--- src/rtl/hs_arith_stream_uminimize.sv ---
// hs_arith_stream_uminimize
//   Streaming arg-min / arg-max over groups of beats. Each group is closed by
//   s_last or by reaching MAX_LEN beats; the winning value, its aux payload,
//   its 0-based position and the group length are then held on the result
//   port until the consumer takes them.
//
// Ports
//   clk, rst          : clock, asynchronous active-high reset
//   s_valid/s_ready   : input beat handshake
//   s_data, s_aux     : unsigned compare value and payload carried with it
//   s_last            : final beat of a group
//   m_valid/m_ready   : result handshake
//   m_value, m_aux    : winning value and its payload
//   m_index, m_count  : winner position and number of beats in the group
//   m_overflow        : group closed at MAX_LEN without s_last

package hs_arith_stream_uminimize_pkg;
    typedef enum logic {BOOL_FALSE = 1'b0, BOOL_TRUE = 1'b1} bool_e;
endpackage

module hs_arith_stream_uminimize
    import hs_arith_stream_uminimize_pkg::*;
#(
    parameter int unsigned DATA_WIDTH      = 32,
    parameter int unsigned MAX_LEN         = 16,
    parameter bool_e       FIND_MAX        = BOOL_FALSE,
    parameter bool_e       ENABLE_AUX_PATH = BOOL_TRUE,
    parameter type         AUX_DATA_TYPE   = logic,
    localparam int unsigned IDX_W = ($clog2(MAX_LEN) > 1) ? $clog2(MAX_LEN) : 1,
    localparam int unsigned CNT_W = $clog2(MAX_LEN + 1)
) (
    input  logic                  clk,
    input  logic                  rst,
    input  logic                  s_valid,
    output logic                  s_ready,
    input  logic [DATA_WIDTH-1:0] s_data,
    input  AUX_DATA_TYPE          s_aux,
    input  logic                  s_last,
    output logic                  m_valid,
    input  logic                  m_ready,
    output logic [DATA_WIDTH-1:0] m_value,
    output AUX_DATA_TYPE          m_aux,
    output logic [IDX_W-1:0]      m_index,
    output logic [CNT_W-1:0]      m_count,
    output logic                  m_overflow
);

    typedef enum logic {ACCUM = 1'b0, HOLD = 1'b1} state_e;

    state_e                state_q, state_d;
    logic [DATA_WIDTH-1:0] best_value_q, best_value_d;
    logic [IDX_W-1:0]      best_index_q, best_index_d;
    logic [CNT_W-1:0]      count_q, count_d;
    logic [CNT_W-1:0]      count_inc;
    logic                  overflow_q, overflow_d;
    logic                  accept;
    logic                  better;
    logic                  take;

    // Ready comes from state only; rst forces it low while reset is held.
    assign s_ready   = (state_q == ACCUM) && !rst;
    assign accept    = s_valid && s_ready;
    assign count_inc = count_q + CNT_W'(1);

    // Strict compare so ties keep the earlier (lower-index) beat.
    assign better = (FIND_MAX == BOOL_TRUE) ? (s_data > best_value_q)
                                            : (s_data < best_value_q);
    // First beat of a group loads unconditionally.
    assign take   = accept && ((count_q == '0) || better);

    always_comb begin
        state_d      = state_q;
        best_value_d = best_value_q;
        best_index_d = best_index_q;
        count_d      = count_q;
        overflow_d   = overflow_q;
        unique case (state_q)
            ACCUM: begin
                if (accept) begin
                    count_d = count_inc;
                    if (take) begin
                        best_value_d = s_data;
                        best_index_d = count_q[IDX_W-1:0];
                    end
                    if (s_last || (count_inc == CNT_W'(MAX_LEN))) begin
                        state_d    = HOLD;
                        overflow_d = !s_last;
                    end
                end
            end
            HOLD: begin
                if (m_ready) begin
                    state_d    = ACCUM;
                    count_d    = '0;
                    overflow_d = 1'b0;
                end
            end
            default: state_d = ACCUM;
        endcase
    end

    always_ff @(posedge clk or posedge rst) begin
        if (rst) begin
            state_q      <= ACCUM;
            best_value_q <= '0;
            best_index_q <= '0;
            count_q      <= '0;
            overflow_q   <= 1'b0;
        end else begin
            state_q      <= state_d;
            best_value_q <= best_value_d;
            best_index_q <= best_index_d;
            count_q      <= count_d;
            overflow_q   <= overflow_d;
        end
    end

    assign m_valid    = (state_q == HOLD);
    assign m_value    = best_value_q;
    assign m_index    = best_index_q;
    assign m_count    = count_q;
    assign m_overflow = overflow_q;

    if (ENABLE_AUX_PATH == BOOL_TRUE) begin : g_aux
        AUX_DATA_TYPE best_aux_q, best_aux_d;

        always_comb begin
            best_aux_d = best_aux_q;
            if (take) begin
                best_aux_d = s_aux;
            end
        end

        always_ff @(posedge clk or posedge rst) begin
            if (rst) begin
                best_aux_q <= '0;
            end else begin
                best_aux_q <= best_aux_d;
            end
        end

        assign m_aux = best_aux_q;
    end else begin : g_no_aux
        logic unused_aux;
        assign unused_aux = ^s_aux;
        assign m_aux      = '0;
    end

endmodule
--- config.mk ---
export PLATFORM = sky130hd
export DESIGN_NAME = hs_arith_stream_uminimize
export DESIGN_NICKNAME = d
export VERILOG_FILES = /design/src/rtl/hs_arith_stream_uminimize.sv
export SDC_FILE = /design/constraint.sdc
export NUM_CORES = 1
export LEC_CHECK = 0
export ABC_CLOCK_PERIOD_IN_PS = 3650
export CORE_MARGIN = 1
export CORE_UTILIZATION = 47
export DETAILED_ROUTE_END_ITERATION = 8
export MAX_ROUTING_LAYER = met4
export PLACE_DENSITY = 0.92
export SLEW_MARGIN = 0
export SYNTH_ARGS = -nofsm -noshare
export SYNTH_HDL_FRONTEND = slang
export SYNTH_SLANG_ARGS = --single-unit
--- constraint.sdc ---
create_clock -name clk -period 3.65 [get_ports clk]
set_input_delay 0.5475 -clock clk [delete_from_list [all_inputs] [get_ports clk]]
set_output_delay 0.5475 -clock clk [all_outputs]
set_load 0.05 [all_outputs]
==> qor.txt <==
worst reg2reg path depth -> 9
CP max stage delay -> 430 ps
num rows -> 27
worst-margin pin slew -> 905 ps
clock sink count -> 44
pwr/cell area -> 931 nW/um2
WL final -> 5.65 mm
Mean Syn Cell Area -> 11.7 um2
CTS clk-pin slew, worst paths -> 90 ps
Final Max Slew Viols -> 0
Main synth FF type -> dfrtp_1
most frequent cell after synthesis -> dfrtp_1
Post-synth EDFFs -> 0
top cell type's share of synthesized area -> 0.403
Root Driver -> clkbuf_8
TritonCTS clock tree -> built
CTS max path bufs -> 2
Die H -> 78.3 um
Max-cap violations -> 0
# diodes -> 0
DR iter-0 viols -> 70
I/O pin count -> 83
Max VDD drop -> 0.463 mV
synth top area cells -> dfrtp_1 40%, mux2_4 16%, ha_1 15%
cell taking the most area after synthesis -> dfrtp_1
RR Startpoint -> m_value[6]
CP Cell Sequence -> clkdlybuf4s50_1 -> ha_1 -> a21o_1 -> a221oi_2 -> o31ai_1 -> a211o_1 -> a32oi_4 -> buf_4 -> mux2_2
vias in the first global route -> 2098
Synth Cell Area -> 2740 um2
critical path endpoint category -> flop
WL/cell -> 14.3 um
die area -> 6130 um2
DRC violations left -> 0
Tcrit/Tclk final -> 0.815
P_leak -> 1.73 nW
Initial Utilization -> 0.491
hold_buf cts -> 0
gr ovfl total -> 0
Slew headroom -> 0.396
RePlAce Congestion -> 0.790
dpl hpwl -> 4.34 mm
# H-tree levels -> 2
Post-Synthesis Cells -> 233
gr usage total -> 0.205
synth cell count leaders -> 44 x dfrtp_1, 35 x inv_1, 33 x ha_1
syn_nets -> 304
layout cells sized above 1 -> 0.174
DR vias/cell -> 5.20
Hold Crit Class -> reg2reg
Async SR Flop Fraction -> 1.00
total negative slack -> 0 ps
final core occ -> 0.663
Die Wd -> 78.3 um
port bufs -> 82
largest net degree at the start of global routing -> 45
outcome -> completed
Resized Gates After CTS -> 0
core area -> 5570 um2
Max Clk Rate -> 0.336 GHz
worst hold path depth -> 1
drt first pass iters -> 5
Vias -> 2048
antenna violations before repair -> 0
ANT nets after route -> 0
number of synthesized register bits -> 44
Period minus WS final -> 2970 ps
postcts setup bufs -> 0
Setup Viol. Count Final -> 0
area grow syn2layout -> 35.2%
YS warnings -> 0
final hold viol count -> 0
Clock Latency Late Sink -> 300 ps
cts bufs inserted -> 5
WP data arrival -> 3160 ps
first-pass GRT wire length -> 9.56 mm
Worst setup SP type -> primary input
Worst Setup SP -> s_data[6]
hold_sp -> m_index[1]
crit-path max FO -> 21
CP max stage cell -> clkdlybuf4s50_1
Final Skew -> 10.6 ps
count of cell types in the netlist -> 35
kind of critical path -> in2reg
RSZ-0062 raised after global routing -> false
sequential share of the synthesized area -> 0.403
Layout Nets -> 392
CP required -> 3840 ps
## flip-flops by register name (all words and copies together) (netlist names)
name,flops
m_index,4
m_count,5
m_valid,1
m_aux,1
m_value,32
m_overflow,1
## layout by cell type, fill, tap and decap left out
cell type         n
mux2_4           30
a32oi_4           1
o21ai_0           9
a21oi_1          12
buf_4             3
a2111oi_4         1
nor4b_1           1
o31ai_1           2
and3_1            1
and2_2            1
nor4_1            1
nand2b_4          1
nand2b_1          1
a21o_1            2
clkbuf_8          6
mux2_2            7
a22oi_1           1
dfrtp_1          44
nand4_1           6
nand2_1          15
nand3_1           4
o211ai_1          2
clkdlybuf4s50_1  82
o21a_1            1
inv_1            34
a31oi_1           2
ha_1             33
nor2_1            7
o22ai_1           2
a211oi_1          1
nor2_2            1
inv_2             1
a211o_1           1
nand2_2           1
xor2_1            1
a2111oi_1         1
a221oi_2          1
clkinv_2          2
## kinds of logic after synthesis
group	Yosys count	share of synthesized area
DFF	44	0.403
and+or+nand+nor	40	0.0737
AOI/OAI and AO/OA	39	0.105
buffers and inverters	39	0.0714
muxes	37	0.194
adders and majority gates	33	0.151
xor gates and xnor gates	1	0.00320
## where the power goes
group          total (mW)  leakage, nW  internal [mW]  switching, mW
Clock               0.315       0.0510          0.151          0.163
Sequential          0.907        0.534          0.706          0.201
Combinational        2.22         1.15          0.928           1.29
Total                3.44         1.73           1.79           1.66
## critical path: cells and delay by family
kind	cells	cell delay (ps)
muxes	1	380
AOI/OAI and AO/OA	5	1090
buffers and inverters	2	820
adders and majority gates	1	320
## layout make-up
class	instances	area, um2
multi-input combinational	150	1440
clock inverter	2	10.0
timing repair buffer	85	843
clock buffer	6	82.6
sequential	44	1100
fill	426	1880
tap	72	90.1
inverter	35	131
## per-stage QoR
step                instances  hold WS (ps)  setup slack (ps)  cell area, um2  power (mW)
finish                    394           521               676            3700        3.44
global route              394           531               586            3700        3.67
CTS                       394           525               671            3700        3.48
detailed placement        386           490               352            3600        3.14
global placement          386           494               390            3600        3.07
floorplan                 233           646               726            2740        2.50
## layer usage
| layer | track usage | part of all wire |
|---|---|---|
| met5 | - | 0 |
| met4 | 0.0611 | 0.013 |
| met3 | 0.0477 | 0.049 |
| met2 | 0.339 | 0.48 |
| met1 | 0.249 | 0.45 |
## worst paths after layout
check	slack (ps)	end
max	680	m_value[4]
min	520	m_index[1]
max reg2reg	960	m_value[4]
min reg2reg	520	m_index[1]
max in group asynchronous	2260	m_value[28]
min in group asynchronous	810	m_valid
Note: power is estimated with default switching activity, not from simulation.
